`config.mk`:
```
export PLATFORM = sky130hd
export DESIGN_NAME = mem_stage_wb
export DESIGN_NICKNAME = d
export VERILOG_FILES = /design/src/rtl/mem_stage_wb.sv
export SDC_FILE = /design/constraint.sdc
export NUM_CORES = 2
export LEC_CHECK = 0
export BUFFER_PORTS_ARGS = -buffer_cell sky130_fd_sc_hd__buf_2
export CELL_PAD_IN_SITES_DETAIL_PLACEMENT = 2
export CELL_PAD_IN_SITES_GLOBAL_PLACEMENT = 2
export CORE_MARGIN = 2
export CORE_UTILIZATION = 34
export CTS_CLUSTER_SIZE = 12
export DETAILED_ROUTE_END_ITERATION = 8
export PLACE_DENSITY = 0.71
export SLEW_MARGIN = 20
export SYNTH_ARGS = -nofsm -noshare
export SYNTH_HDL_FRONTEND = slang
export SYNTH_SLANG_ARGS = --single-unit
export TNS_END_PERCENT = 5
```
`constraint.sdc`:
```
create_clock -name clk -period 2.83 [get_ports clk]
set_clock_uncertainty 0.15 [all_clocks]
set_input_delay 0.566 -clock clk [delete_from_list [all_inputs] [get_ports clk]]
set_output_delay 0.566 -clock clk [all_outputs]
set_load 0.03 [all_outputs]
```
`src/rtl/mem_stage_wb.sv`:
```
`default_nettype none
// ============================================================================
//  Module   : mem_stage_wb
//  Purpose  : MIPS memory stage fused with the MEM/WB pipeline register.
//             Word loads/stores against an internal data memory, registered
//             results toward write-back and a pre-selected write-back value
//             for the WB stage and the forwarding unit.
//  Revision : 1.0 - initial release
// ----------------------------------------------------------------------------
//  Parameters
//    DEPTH          number of 32-bit words in the data memory (power of two)
//    BASE_ADDR      byte address mapped to word 0
//  Ports
//    clk            pipeline clock, rising edge
//    rst            asynchronous active-low reset
//    freeze         pipeline hold (no store, all registers hold)
//    WB_en_in       write-back enable from EX/MEM
//    MEM_R_EN_in    load request
//    MEM_W_EN_in    store request
//    ALU_result_in  effective byte address / ALU result
//    ST_val_in      store data
//    Dest_in        destination register number
//    WB_en          registered write-back enable
//    MEM_R_EN       registered load flag
//    ALU_result     registered ALU result
//    Mem_read_value registered load data
//    WB_value       registered write-back data (load data or ALU result)
//    Dest           registered destination
//    addr_err       registered bad-address flag of the captured memory op
//    store_count    committed stores since reset, wraps at 2^16
// ============================================================================
module mem_stage_wb #(
    parameter int          DEPTH     = 64,
    parameter logic [31:0] BASE_ADDR = 32'd1024
) (
    input  wire logic        clk,
    input  wire logic        rst,
    input  wire logic        freeze,
    input  wire logic        WB_en_in,
    input  wire logic        MEM_R_EN_in,
    input  wire logic        MEM_W_EN_in,
    input  wire logic [31:0] ALU_result_in,
    input  wire logic [31:0] ST_val_in,
    input  wire logic [4:0]  Dest_in,
    output logic             WB_en,
    output logic             MEM_R_EN,
    output logic [31:0]      ALU_result,
    output logic [31:0]      Mem_read_value,
    output logic [31:0]      WB_value,
    output logic [4:0]       Dest,
    output logic             addr_err,
    output logic [15:0]      store_count
);

    localparam int          c_AW    = $clog2(DEPTH);
    // Computed in 33 bits so a window ending at 2^32 does not wrap to 0.
    localparam logic [32:0] c_LOW   = {1'b0, BASE_ADDR};
    localparam logic [32:0] c_LIMIT = {1'b0, BASE_ADDR} + 33'(4 * DEPTH);

    // ------------------------------------------------------------------
    // Address decode
    // ------------------------------------------------------------------
    logic            w_in_range;
    logic            w_aligned;
    logic            w_ok;
    logic [c_AW+1:0] w_offset;
    logic [c_AW-1:0] w_index;
    logic [31:0]     w_rdata;
    logic            w_store;
    logic            w_mem_op;

    always_comb begin
        w_in_range = ({1'b0, ALU_result_in} >= c_LOW) &&
                     ({1'b0, ALU_result_in} <  c_LIMIT);
        w_aligned  = (ALU_result_in[1:0] == 2'b00);
        w_ok       = w_in_range && w_aligned;
        // Only the low bits of the offset matter once the range check
        // passes, so the subtraction is done at index width plus byte bits.
        w_offset   = ALU_result_in[c_AW+1:0] - BASE_ADDR[c_AW+1:0];
        w_index    = w_offset[c_AW+1:2];
        w_mem_op   = MEM_R_EN_in || MEM_W_EN_in;
        w_store    = MEM_W_EN_in && w_ok && !freeze;
    end

    // ------------------------------------------------------------------
    // Data memory: cleared by reset, written on a committed store.
    // The read is asynchronous and sampled before the write takes effect,
    // which gives read-before-write for a simultaneous load and store.
    // ------------------------------------------------------------------
    logic [31:0] mem_q [DEPTH];

    assign w_rdata = mem_q[w_index];

    always_ff @(posedge clk or negedge rst) begin
        if (!rst) begin
            for (int i = 0; i < DEPTH; i++) begin
                mem_q[i] <= 32'd0;
            end
        end else if (w_store) begin
            mem_q[w_index] <= ST_val_in;
        end
    end

    // ------------------------------------------------------------------
    // MEM/WB register next-state
    // ------------------------------------------------------------------
    logic        wb_en_q,       wb_en_d;
    logic        mem_r_en_q,    mem_r_en_d;
    logic [31:0] alu_result_q,  alu_result_d;
    logic [31:0] rd_value_q,    rd_value_d;
    logic [31:0] wb_value_q,    wb_value_d;
    logic [4:0]  dest_q,        dest_d;
    logic        addr_err_q,    addr_err_d;
    logic [15:0] store_cnt_q,   store_cnt_d;

    logic [31:0] w_load_data;

    always_comb begin
        // Load data is only meaningful for a load to a legal address;
        // everything else (bad loads, stores, non-memory ops) captures 0.
        w_load_data = (MEM_R_EN_in && w_ok) ? w_rdata : 32'd0;

        wb_en_d      = wb_en_q;
        mem_r_en_d   = mem_r_en_q;
        alu_result_d = alu_result_q;
        rd_value_d   = rd_value_q;
        wb_value_d   = wb_value_q;
        dest_d       = dest_q;
        addr_err_d   = addr_err_q;
        store_cnt_d  = store_cnt_q;

        if (!freeze) begin
            wb_en_d      = WB_en_in;
            mem_r_en_d   = MEM_R_EN_in;
            alu_result_d = ALU_result_in;
            rd_value_d   = w_load_data;
            wb_value_d   = MEM_R_EN_in ? w_load_data : ALU_result_in;
            dest_d       = Dest_in;
            addr_err_d   = w_mem_op && !w_ok;
        end

        if (w_store) begin
            store_cnt_d = store_cnt_q + 16'd1;
        end
    end

    always_ff @(posedge clk or negedge rst) begin
        if (!rst) begin
            wb_en_q      <= 1'b0;
            mem_r_en_q   <= 1'b0;
            alu_result_q <= 32'd0;
            rd_value_q   <= 32'd0;
            wb_value_q   <= 32'd0;
            dest_q       <= 5'd0;
            addr_err_q   <= 1'b0;
            store_cnt_q  <= 16'd0;
        end else begin
            wb_en_q      <= wb_en_d;
            mem_r_en_q   <= mem_r_en_d;
            alu_result_q <= alu_result_d;
            rd_value_q   <= rd_value_d;
            wb_value_q   <= wb_value_d;
            dest_q       <= dest_d;
            addr_err_q   <= addr_err_d;
            store_cnt_q  <= store_cnt_d;
        end
    end

    assign WB_en          = wb_en_q;
    assign MEM_R_EN       = mem_r_en_q;
    assign ALU_result     = alu_result_q;
    assign Mem_read_value = rd_value_q;
    assign WB_value       = wb_value_q;
    assign Dest           = dest_q;
    assign addr_err       = addr_err_q;
    assign store_count    = store_cnt_q;

endmodule
`default_nettype wire

```
==> Implementation_results.wiki <==
{| class="wikitable"
! Metric !! Value
|-
| Via-per-instance ratio || 5.91
|-
| Setup TNS || 0 ps
|-
| Outcome || finished, final reports clean
|-
| Final max-slew violation count || 0
|-
| Initial antenna violation count || 36
|-
| Synthesized area per cell || 14.3 um2
|-
| Flip-flop and latch count after synthesis || 2168
|-
| Total global routing overflow || 0
|-
| Total power density per cell area || 557 nW/um2
|-
| Launching element type of the critical path || primary input
|-
| Placed inst area || 112000 um2
|-
| Placeable core region || 288000 um2
|-
| Number of top-level design ports || 195
|-
| Final-report setup violation count || 0
|-
| Final critical path time including I/O delays and setup || 2810 ps
|-
| Count of input and output buffers || 194
|-
| Worst-Margin Slew || 965 ps
|-
| Unrepaired setup endpoints after global routing || false
|-
| Crit path max fanout || 11
|-
| First-pass iteration count of the detailed router || 5
|-
| IR Drop Worst-Case VDD || 513 uV
|-
| Antenna Violating Nets Remaining || 0
|-
| Post-CTS setup buffer count || 0
|-
| Number of nets at the end of the flow || 7684
|-
| Total number of yosys warnings || 0
|-
| Total number of H-tree levels || 4
|-
| Cell types occupying the most area after synthesis || sky130_fd_sc_hd__dfrtp_1 (55%), sky130_fd_sc_hd__mux2_2 (24%), sky130_fd_sc_hd__mux4_2 (5.6%), sky130_fd_sc_hd__mux2i_1 (1.5%), sky130_fd_sc_hd__clkbuf_1 (1.4%)
|-
| Top achievable clock speed || 0.356 GHz
|-
| Clock tree from TritonCTS || yes
|-
| Global Route Usage Sum || 27.5%
|-
| CTS clk-pin slew, worst paths || 60 ps
|-
| Arr. time, crit path || 3440 ps
|-
| Wire length of the first global-routing pass || 587 mm
|-
| Leakage power total || 59.0 nW
|-
| Area share of the largest cell type after synthesis || 55.3%
|-
| Count of flip-flops with a built-in enable after synthesis || 0
|-
| Final WL || 406 mm
|-
| Total placed cells including tap cells || 11100
|-
| Max-cap violations || 0
|-
| Headroom to the max-slew limit || 35.6%
|-
| Placer's final routability congestion estimate || 0.874
|-
| Main synth FF type || sky130_fd_sc_hd__dfrtp_1
|-
| Clock tree root buffer cell || sky130_fd_sc_hd__clkbuf_16
|-
| Data required time of the critical path || 3460 ps
|-
| Share of the yosys chip area belonging to registers || 55.3%
|-
| Total Die Area || 293000 um2
|-
| DRC marker count from the first detailed-route iteration || 5881
|-
| Insertion delay of the later-clocked pin in the worst-skew pair || 950 ps
|-
| Period utilisation layout || 99.4%
|-
| CTS Sinks || 2168
|-
| Gate count of the mapped netlist || 6861
|-
| Final core occ || 41.7%
|-
| Most used standard cell by instance count after synthesis || sky130_fd_sc_hd__dfrtp_1
|-
| Net count of the mapped netlist || 6937
|-
| Proportion of layout cells with a drive suffix above 1 || 51.7%
|-
| Largest net degree at the start of global routing || 120
|-
| Final std cells w/o fill || 11600
|-
| Number of buffers created by CTS || 233
|-
| Critical path class || primary input to flip-flop
|-
| Y dimension of the die || 541 um
|-
| Die Wd || 541 um
|-
| Total vias in the final route || 68400
|-
| Cell type with the highest aggregate area in the netlist || sky130_fd_sc_hd__dfrtp_1
|-
| Final design instance area without fill || 120000 um2
|-
| Detailed placer's ending HPWL || 270 mm
|-
| Ranking of synthesized cells by instance count || sky130_fd_sc_hd__dfrtp_1 (2168), sky130_fd_sc_hd__mux2_2 (2123), sky130_fd_sc_hd__clkbuf_1 (371)
|-
| Class of the worst hold path || primary input to asynchronous set/reset pin
|-
| Async set or reset register ratio after synthesis || 100%
|-
| Total standard cell area after synthesis || 98200 um2
|-
| Element type at the critical path end || flip-flop
|-
| Effective utilization at floorplan || 34.1%
|-
| Number of global-route vias before repair || 76900
|-
| Growth of design area from synthesis to finish || 22.1%
|-
| Synth cell types || 79
|-
| Number of placement rows || 197
|-
| Final hold violation count || 0
|-
| Clock buffer depth || 4
|-
| Avg WL per Cell || 35.1 um
|-
| Drc violations || 0
|}
flip-flops by register name, summed over array words and instances, names as in the netlist:
| register | count |
|---|---|
| Dest | 5 |
| Mem_read_value | 32 |
| store_count | 16 |
| addr_err | 1 |
| ALU_result | 32 |
| WB_value | 32 |
| mem_q | 2048 |
| WB_en | 1 |
| MEM_R_EN | 1 |
what timing repair did:
item,CTS,global route
hold buffers,35,0
pin swaps,1,1
resized for setup,10,6
setup endpoints to repair,24,41
endpoints found under the hold margin,1034,0
routing by layer:
metal	part of all wire [%]	wire, um	global-route usage (%)	vias to the layer above
met3	7.0	28500	5.60	1099
li1	-	-	-	27000
met5	0.047	190	0	-
met4	5.6	22600	13.5	28
met2	47	190000	44.1	2824
met1	40	164000	35.4	37500
per-stage QoR:
step	power, mW	hold WS, ps	setup WS [ps]
global route	68.6	52.2	10.5
global placement	36.9	303	-1460
CTS	67.1	4.14	-8.61
floorplan	33.6	120	-13.7
finish	66.7	43.7	17.3
detailed placement	37.0	306	-1440
path summary, 6_finish.rpt:
| kind | start | cells after the start | endpoint | slack [ps] |
|---|---|---|---|---|
| max | ALU_result_in[2] | 11 | WB_value[23]$_DFFE_PN0N_ | 20 |
| min | rst | 2 | mem_q[1777]$_DFFE_PN0P_ | 40 |
| max reg2reg | mem_q[1286]$_DFFE_PN0P_ | 9 | WB_value[6]$_DFFE_PN0N_ | 50 |
| min reg2reg | Mem_read_value[3]$_DFFE_PN0N_ | 2 | Mem_read_value[3]$_DFFE_PN0N_ | 320 |
| max in group asynchronous | rst | 4 | mem_q[1724]$_DFFE_PN0P_ | 1240 |
| min in group clk | ALU_result_in[19] | 4 | WB_value[19]$_DFFE_PN0N_ | 60 |
kinds of logic (layout without fill, tap and decap cells):
kind of cell               count (synthesis)  in the layout  synth area share [%]
other                                      0             17                     0
xor gates and xnor gates                  15             15                 0.134
and+or+nand+nor                          594            594                  3.12
DFF                                     2168           2168                  55.3
buffers and inverters                    730           1640                  3.33
AOI/OAI and AO/OA                        741            741                  5.56
muxes                                   2612           2612                  32.6
adders and majority gates                  1              1                0.0127
layout by cell type (no fill, tap or decap), drive strengths merged, types with 15 or more instances in the layout:
cell,count
o22ai,171
dfrtp,2168
clkinv,33
a21o,17
o221ai,156
a21oi,74
o22a,18
a211o,15
diode,17
nor3,23
nand2,185
nor2b,22
nor2,128
dlygate4sd3,35
nand4,15
or3b,19
mux2i,147
nand3,71
a221oi,25
o211ai,18
inv,22
mux4,246
buf,1188
mux2,2219
a211oi,25
clkbuf,353
nor3b,42
a22oi,42
o21ai,51
worst max-delay path, stage by stage:
cell and delay, ps:
sky130_fd_sc_hd__buf_8 160, sky130_fd_sc_hd__buf_12 190, sky130_fd_sc_hd__buf_12 220, sky130_fd_sc_hd__buf_4 240, sky130_fd_sc_hd__mux4_2 550, sky130_fd_sc_hd__nor3_1 460
sky130_fd_sc_hd__a211oi_1 100, sky130_fd_sc_hd__nand4_1 300, sky130_fd_sc_hd__a2111oi_2 120, sky130_fd_sc_hd__buf_4 200, sky130_fd_sc_hd__a211o_1 260
power by group:
| part | total, mW | internal, mW | switching (mW) |
|---|---|---|---|
| sequential | 31.1 | 31.1 | 0.0590 |
| clock | 30.1 | 16.9 | 13.2 |
| combinational | 5.52 | 1.77 | 3.75 |
final cells by class:
type                    count  area, um2
clock inverters            45        510
fillers                 27600     168000
flip-flops and latches   2168      54300
diodes                     17       42.5
clock buffers             353       6750
repair buffers           1223      12300
multi-input cells        3963      41200
inverters                  19       82.6
well taps                3781       4730
(Power assumes the default switching activity.)
